`config.mk`:
```
export PLATFORM = sky130hd
export DESIGN_NAME = tr_pcm_seq
export DESIGN_NICKNAME = d
export VERILOG_FILES = /design/src/rtl/tr_pcm_seq.sv
export SDC_FILE = /design/constraint.sdc
export NUM_CORES = 1
export LEC_CHECK = 0
export ABC_AREA = 1
export ABC_CLOCK_PERIOD_IN_PS = 5900
export BUFFER_PORTS_ARGS = -buffer_cell sky130_fd_sc_hd__buf_2
export CAP_MARGIN = 20
export CORE_UTILIZATION = 60
export CTS_CLUSTER_SIZE = 30
export DETAILED_ROUTE_END_ITERATION = 10
export PLACE_DENSITY_LB_ADDON = 0.3
export SYNTH_ARGS = -nofsm -noshare
export SYNTH_HDL_FRONTEND = slang
export SYNTH_SLANG_ARGS = --single-unit
```
`constraint.sdc`:
```
create_clock -name clk21m -period 5.9 [get_ports clk21m]
set_input_delay 0.295 -clock clk21m [delete_from_list [all_inputs] [get_ports clk21m]]
set_output_delay 0.295 -clock clk21m [all_outputs]
set_load 0.03 [all_outputs]
```
`src/rtl/tr_pcm_seq.sv`:
```
// Sequencer/arbiter between the I/O decoder and tr_pcm. Shares the single tr_pcm
// register port between CPU accesses and a tick-paced playback streamer fed by a FIFO.
module tr_pcm_seq #(
   parameter int unsigned FIFO_DEPTH = 16,
   parameter int unsigned DIV_FAST   = 1368,
   parameter int unsigned DIV_SLOW   = 2736
) (
   input  logic                          clk21m,
   input  logic                          reset,
   input  logic                          cpu_req,
   input  logic                          cpu_wrt,
   input  logic                          cpu_adr,
   input  logic [7:0]                    cpu_dbo,
   output logic                          cpu_ack,
   output logic [7:0]                    cpu_dbi,
   input  logic                          smp_valid,
   input  logic [7:0]                    smp_data,
   output logic                          smp_ready,
   input  logic                          play_en,
   input  logic                          rate_sel,
   input  logic                          clr_status,
   output logic                          pcm_req,
   output logic                          pcm_wrt,
   output logic                          pcm_adr,
   output logic [7:0]                    pcm_dbo,
   input  logic                          pcm_ack,
   input  logic [7:0]                    pcm_dbi,
   output logic [$clog2(FIFO_DEPTH):0]   fifo_level,
   output logic                          underrun,
   output logic                          overrun
);

   localparam int unsigned AW      = $clog2(FIFO_DEPTH);
   localparam int unsigned DIV_MAX = (DIV_SLOW > DIV_FAST) ? DIV_SLOW : DIV_FAST;
   localparam int unsigned CW      = $clog2(DIV_MAX);

   typedef enum logic [1:0] {StIdle, StCpuX, StSmpX} state_t;

   state_t        state_q;
   logic [7:0]    mem_q [FIFO_DEPTH];
   logic [AW:0]   wptr_q, rptr_q;
   logic [CW-1:0] cnt_q, div_last;
   logic          rate_q;
   logic          full, empty, push, pop, tick;
   logic          cpu_pend_q, lat_wrt_q, lat_adr_q;
   logic [7:0]    lat_dbo_q;
   logic          smp_pend_q;
   logic [7:0]    smp_q;

   // Extra pointer bit makes the difference equal to the occupancy, MSB set only when full.
   assign fifo_level = wptr_q - rptr_q;
   assign full       = fifo_level[AW];
   assign empty      = (fifo_level == '0);
   assign smp_ready  = ~full;
   assign push       = smp_valid & ~full;
   assign pop        = tick & ~smp_pend_q & ~empty;

   assign div_last   = rate_q ? CW'(DIV_SLOW - 1) : CW'(DIV_FAST - 1);
   assign tick       = play_en & (cnt_q == div_last);

   // FIFO storage; no reset needed, occupancy is tracked by the pointers.
   always_ff @(posedge clk21m) begin
      if (push) mem_q[wptr_q[AW-1:0]] <= smp_data;
   end

   // FIFO pointers.
   always_ff @(posedge clk21m or posedge reset) begin
      if (reset) begin
         wptr_q <= '0;
         rptr_q <= '0;
      end else begin
         if (push) wptr_q <= wptr_q + (AW+1)'(1);
         if (pop)  rptr_q <= rptr_q + (AW+1)'(1);
      end
   end

   // Sample-rate divider; the rate select is only adopted at a wrap or while stopped.
   always_ff @(posedge clk21m or posedge reset) begin
      if (reset) begin
         cnt_q  <= '0;
         rate_q <= 1'b0;
      end else if (!play_en || tick) begin
         cnt_q  <= '0;
         rate_q <= rate_sel;
      end else begin
         cnt_q  <= cnt_q + CW'(1);
      end
   end

   // Request latching, status flags and the port sequencer with registered outputs.
   always_ff @(posedge clk21m or posedge reset) begin
      if (reset) begin
         state_q    <= StIdle;
         pcm_req    <= 1'b0;
         pcm_wrt    <= 1'b0;
         pcm_adr    <= 1'b0;
         pcm_dbo    <= 8'h00;
         cpu_ack    <= 1'b0;
         cpu_dbi    <= 8'h00;
         cpu_pend_q <= 1'b0;
         lat_wrt_q  <= 1'b0;
         lat_adr_q  <= 1'b0;
         lat_dbo_q  <= 8'h00;
         smp_pend_q <= 1'b0;
         smp_q      <= 8'h00;
         underrun   <= 1'b0;
         overrun    <= 1'b0;
      end else begin
         pcm_req <= 1'b0;
         cpu_ack <= 1'b0;

         // Set events are applied after the clear so they win.
         if (clr_status) begin
            underrun <= 1'b0;
            overrun  <= 1'b0;
         end
         if (tick && smp_pend_q) overrun <= 1'b1;
         if (tick && !smp_pend_q && empty) underrun <= 1'b1;

         if (cpu_req && !cpu_pend_q) begin
            cpu_pend_q <= 1'b1;
            lat_wrt_q  <= cpu_wrt;
            lat_adr_q  <= cpu_adr;
            lat_dbo_q  <= cpu_dbo;
         end

         // A sample not yet on the bus is dropped when playback stops.
         if (pop) begin
            smp_pend_q <= 1'b1;
            smp_q      <= mem_q[rptr_q[AW-1:0]];
         end else if (!play_en && state_q != StSmpX) begin
            smp_pend_q <= 1'b0;
         end

         unique case (state_q)
            StIdle: begin
               // A fresh strobe bypasses the latch so the bus sees it one cycle later.
               if (cpu_pend_q || cpu_req) begin
                  state_q <= StCpuX;
                  pcm_req <= 1'b1;
                  pcm_wrt <= cpu_pend_q ? lat_wrt_q : cpu_wrt;
                  pcm_adr <= cpu_pend_q ? lat_adr_q : cpu_adr;
                  pcm_dbo <= cpu_pend_q ? lat_dbo_q : cpu_dbo;
               end else if (smp_pend_q && play_en) begin
                  state_q <= StSmpX;
                  pcm_req <= 1'b1;
                  pcm_wrt <= 1'b1;
                  pcm_adr <= 1'b0;
                  pcm_dbo <= smp_q;
               end
            end
            StCpuX: begin
               if (pcm_ack) begin
                  cpu_ack    <= 1'b1;
                  cpu_dbi    <= pcm_dbi;
                  cpu_pend_q <= 1'b0;
                  state_q    <= StIdle;
               end
            end
            StSmpX: begin
               if (pcm_ack) begin
                  smp_pend_q <= 1'b0;
                  state_q    <= StIdle;
               end
            end
            default: state_q <= StIdle;
         endcase
      end
   end

endmodule
```
# After elaboration in Yosys (flattened, before gate mapping)
# Memories as Yosys holds them, arrays and structs flattened. A register that Yosys moved wholly into a read port is not among the register bits.
# Cells that the tools add are included.
[word_totals]
in_bits = 34
ramBits = 128
output_inout_bits = 28
elab_cells = 88
mem_count = 1
reg_bits = 59
[classes]
n_mux = 32
n_reduce_logical = 20
addsub = 4
n_bitwise = 7
eq_ne = 6
[mem_list]
columns = ["memory", "words", "width", "read_ports", "rd_clocked_by_memory_dff", "wr", "line", "source"]
rows = [
  ["mem_q", 16, 8, 1, 1, 1, "40", "logic [7:0] mem_q [FIFO_DEPTH];"],
]
[ops]
columns = ["op", "n"]
rows = [
  ["two-way mux 12 bit", 2],
  ["two-way mux 8 bit", 3],
  ["two-way mux 1 bit", 23],
  ["adder 12 x 1 -> 12 bit (second input constant)", 1],
  ["== test 12 bit", 1],
  ["adder 5 x 1 -> 5 bit (second input constant)", 2],
  ["logical AND 1 bit", 6],
  ["two-way mux 2 bit", 3],
  ["AND reduction 2 bit", 3],
  ["nonzero test 2 bit", 3],
  ["logical NOT 5 bit", 1],
  ["subtractor 5 bit", 1],
  ["bitwise AND 1 bit", 4],
  ["one-hot mux 2 bit (2 select lines)", 1],
  ["logical NOT 1 bit", 3],
  ["inequality test 3 bit (second input constant)", 1],
  ["inverter 1 bit", 3],
  ["== test 2 x 1 -> 1 bit (second input constant)", 1],
  ["== test 2 bit (second input constant)", 1],
  ["logical NOT 2 bit", 1],
  ["logical OR 1 bit", 2],
  ["inequality test 2 x 1 -> 1 bit (second input constant)", 1],
  ["inequality test 2 bit (second input constant)", 1],
  ["OR reduction 2 bit", 1],
]

# Longest topological paths before layout
[depth]
ltp_word = 8
ltp_mapped = 14
ltp_nobuf = 13

# Least setup slack after synthesis
# OpenSTA, ideal clock, no wires.
[synth_path]
kind = "register -> register"
start = "register rptr_q[2]"
end = "memory mem_q[0][0] (enable)"
t_required_ns = 5.530
setup_ns = 0.370
path_stages_with_launch = 12
path_buffers = 2
synth_period_minus_slack_ns = 2.707
setup_slack_ns = 3.193
t_arrival_ns = 2.337
path_cell_list = "dfrtp_1 buf_2 buf_1 inv_1 ha_1 nand3_1 nand2_1 nand2_1 nand2_2 nor2_8 nand2_1 nor2_1"
[synth_via]
elab_chain_cells = 5
[synth_rtl]
columns = ["item", "line", "source"]
rows = [
  ["from (decl)", "41", "logic [AW:0] wptr_q, rptr_q;"],
  ["from (signal assigned)", "73", "if (pop) rptr_q <= rptr_q + (AW+1)'(1);"],
  ["subtractor 5 bit", "51", "assign fifo_level = wptr_q - rptr_q;"],
  ["via fifo_level[4]", "28", "output logic [$clog2(FIFO_DEPTH):0] fifo_level,"],
  ["inverter 1 bit", "55", "assign push = smp_valid & ~full;"],
  ["bitwise AND 1 bit", "55", ""],
  ["two-way mux 1 bit", "63", "if (push) mem_q[wptr_q[AW-1:0]] <= smp_data;"],
  ["two-way mux 1 bit (not written as such)", "63", ""],
  ["to (decl)", "40", ""],
]
# The timed path passes the listed nets, and every way through them passes these cells.

# Worst setup path in the final report
[layout_path]
start = "register rptr_q[0]"
end = "memory mem_q[5][0] (enable)"
[layout_via]
elab_chain_cells = 5
[layout_rtl]
columns = ["item", "line"]
rows = [
  ["subtractor 5 bit", "51"],
  ["inverter 1 bit", "55"],
  ["bitwise AND 1 bit", "55"],
  ["two-way mux 1 bit", "63"],
  ["two-way mux 1 bit (not written as such)", "63"],
]
# No other way between the ends.

==> impl_metrics.yaml <==
pwr:
  ir_worst_vdd_mv: 0.2546
  p_leak_nw: 4.186
  pwr_density_cell_nw_per_um2: 390.0
synth:
  seq_area_frac_synth: 0.6294
  ys_seq_elements: 195
  yosysUniqueCellTypes: 37
  syn_area_um2: 8771
  synth_flop_cell: "edfxtp_1"
  syn_inst: 893
  syn_avg_cell_area_um2: 9.822
  synth_warnings: 0
  synth_edf_count: 128
  syn_nets: 941
  async_flop_share: 0.3436
route:
  initialDrtViolationCount: 574
  first_pass_iters: 6
  routed_via_density: 5.384
  wl_per_cell_um: 16.01
  routed_wl_um: 18130
  drc: 0
  vias: 6095
  ant_nets: 0
die:
  die_area_um2: 15110
  start_util: 0.6222
  coreArea_um2: 14100
  die_h_um: 122.9
  die_w_um: 122.9
  row_count: 43
  ios: 62
clocking:
  cts_buffers: 17
  cts_sinks: 195
  cts_tree: "yes"
  holdBufCountCts: 0
  cts-root-buf: "clkbuf_16"
  cts_setup_buffers: 0
  insertion_delay_ps: 440
  cts.path.max_buffers: 2
  cts_max_level: 4
  clkTransAtPathRegs_ps: 70
  cts_resized: 0
sta:
  hold_viol: 0
  tns_ps: 0
  setup_violations: 0
  slew_headroom: 0.2994
  drv_slew: 0
  skew_ps: 8.697
  rsz0062_at_grt: "false"
  max_freq_mhz: 304.3
  period_share: 0.5570
  fin_ws_ps: 2614
  timing.hold.ws_ps: 47.48
  period_needed_ps: 3286
  tightestPinTransition_ps: 1049
place:
  dpl.cell_count: 1100
  place_ws_ps: 2656
  postPlaceCellArea_um2: 9097
  port_buffers: 61
  dpl.hpwl_um: 11810
  gp_congestion: 0.8671
grt:
  grt-busiest-layer: "met2"
  grt_pass1_vias: 5661
  grtUsageMet2: 0.4150
  antenna_found_initial: 0
  use_met1: 0.3523
  overflow: 0
  track_usage: 0.2583
  grt_start_max_net_pins: 70
  gr-usage-met3: 0.04843
  grt_pass1_wl_um: 28390
setup_path:
  crit_arrival_ps: 3370
  critical_path_required_ps: 5980
  path_max_fanout: 69
  cp-start-kind: "flop"
  path_class: "reg -> reg"
  end_kind: "flop"
cells_and_area:
  multiInputGateArea_um2: 2753
  finalNonFillerCells: 1132
  most-common-layout-cells: "244 x nand2_1, 160 x nor2_1, 128 x edfxtp_1, 66 x dfrtp_1, 65 x inv_1"
  num_antenna_cells: 0
  layout.nets: 987
  drive_gt1_frac: 0.1208
  seqCellArea_um2: 5522
  area_delta_synth_final_pct: 10.71
  final_common_cell: "nand2_1"
  n_fill_cell: 1040
  finalInstanceArea_um2: 9711
job:
  cap_violations: 0
status:
  status: "completed"
min_path:
  min_path_type: "in -> reg"
==> layer usage <==
| layer | wire (µm) | vias up | part of all wire |
|---|---|---|---|
| li1 | - | 3006 | - |
| met1 | 7726 | 2808 | 0.43 |
| met2 | 8565 | 247 | 0.47 |
| met3 | 1447 | 34 | 0.080 |
| met4 | 386 | 0 | 0.021 |
| met5 | 0 | - | 0 |
==> where the power goes <==
part	switching, mW	total, mW	leakage (nW)	internal (mW)
Combinational	0.607	0.847	1.89	0.240
Clock	0.560	1.17	0.302	0.612
Sequential	0.107	1.77	1.99	1.66
==> cell families after synthesis <==
| family | Yosys count | share of synthesized area |
|---|---|---|
| AOI/OAI and AO/OA | 102 | 0.06577 |
| xor gates and xnor gates | 12 | 0.01198 |
| adders and majority gates | 14 | 0.02083 |
| buffers and inverters | 109 | 0.05678 |
| DFF | 195 | 0.6294 |
| and+or+nand+nor | 461 | 0.2153 |
==> final cells by class <==
cell class	count	area share
Tap cell	180	0.02319
Inverter	72	0.02783
Clock inverter	15	0.01933
Clock buffer	17	0.04381
Timing Repair Buffer	64	0.03376
Multi-Input combinational cell	589	0.2835
Sequential cell	195	0.5686
==> synth_stat cells (4+ instances only) <==
library cell	count	area [µm²]
o21ai_0	25	125.1
buf_2	14	70.07
buf_4	5	37.54
nand2_1	244	915.9
a21oi_1	6	30.03
inv_1	66	247.7
a41oi_1	8	70.07
xor2_1	10	87.58
o21bai_1	11	82.58
nand4_1	4	25.02
nor2_1	160	600.6
nor3_1	4	20.02
o21ai_1	47	235.2
edfxtp_1	128	3844
nand3_1	32	160.2
dfrtp_1	67	1677
ha_1	13	162.7
clkbuf_1	10	37.54
buf_6	7	78.83
inv_2	4	15.01
==> state kept, by name, indices dropped and copies added, names as in the netlist, 2 cells and up <==
signal	count
lat_dbo_q	8
pcm_dbo	8
cnt_q	12
rptr_q	5
wptr_q	5
smp_q	8
state_q	2
cpu_dbi	8
mem_q	128
==> worst max-delay path, stage by stage (launching register included) <==
cell,delay [ps]
dfrtp_2,340
buf_4,540
ha_1,260
inv_1,60
fa_1,400
nand3_1,110
nand2_1,60
nand2_1,100
nand2_2,110
nor2_8,180
nand2_1,220
nor2_1,540
==> stage by stage <==
| step | utilization | power [mW] |
|---|---|---|
| finish | 0.6889 | 3.787 |
| global route | 0.6889 | 3.976 |
| CTS | 0.6889 | 3.805 |
| detailed placement | 0.6454 | 2.650 |
| global placement | 0.6454 | 2.629 |
| floorplan | - | 2.401 |
==> worst paths after layout <==
| check | startpoint | endpoint | slack (ps) | cells past startpoint |
|---|---|---|---|---|
| max | rptr_q[0] | mem_q[5][0] | 2610 | 11 |
| min | pcm_dbi[3] | cpu_dbi[3] | 50 | 3 |
| max reg2reg | rptr_q[0] | mem_q[5][0] | 2610 | 11 |
| min reg2reg | lat_dbo_q[5] | lat_dbo_q[5] | 480 | 2 |
| max in group asynchronous | reset | rptr_q[0] | 5190 | 3 |
| min in group asynchronous | reset | cpu_dbi[2] | 90 | 3 |
Power figures use the tool's default switching activity.
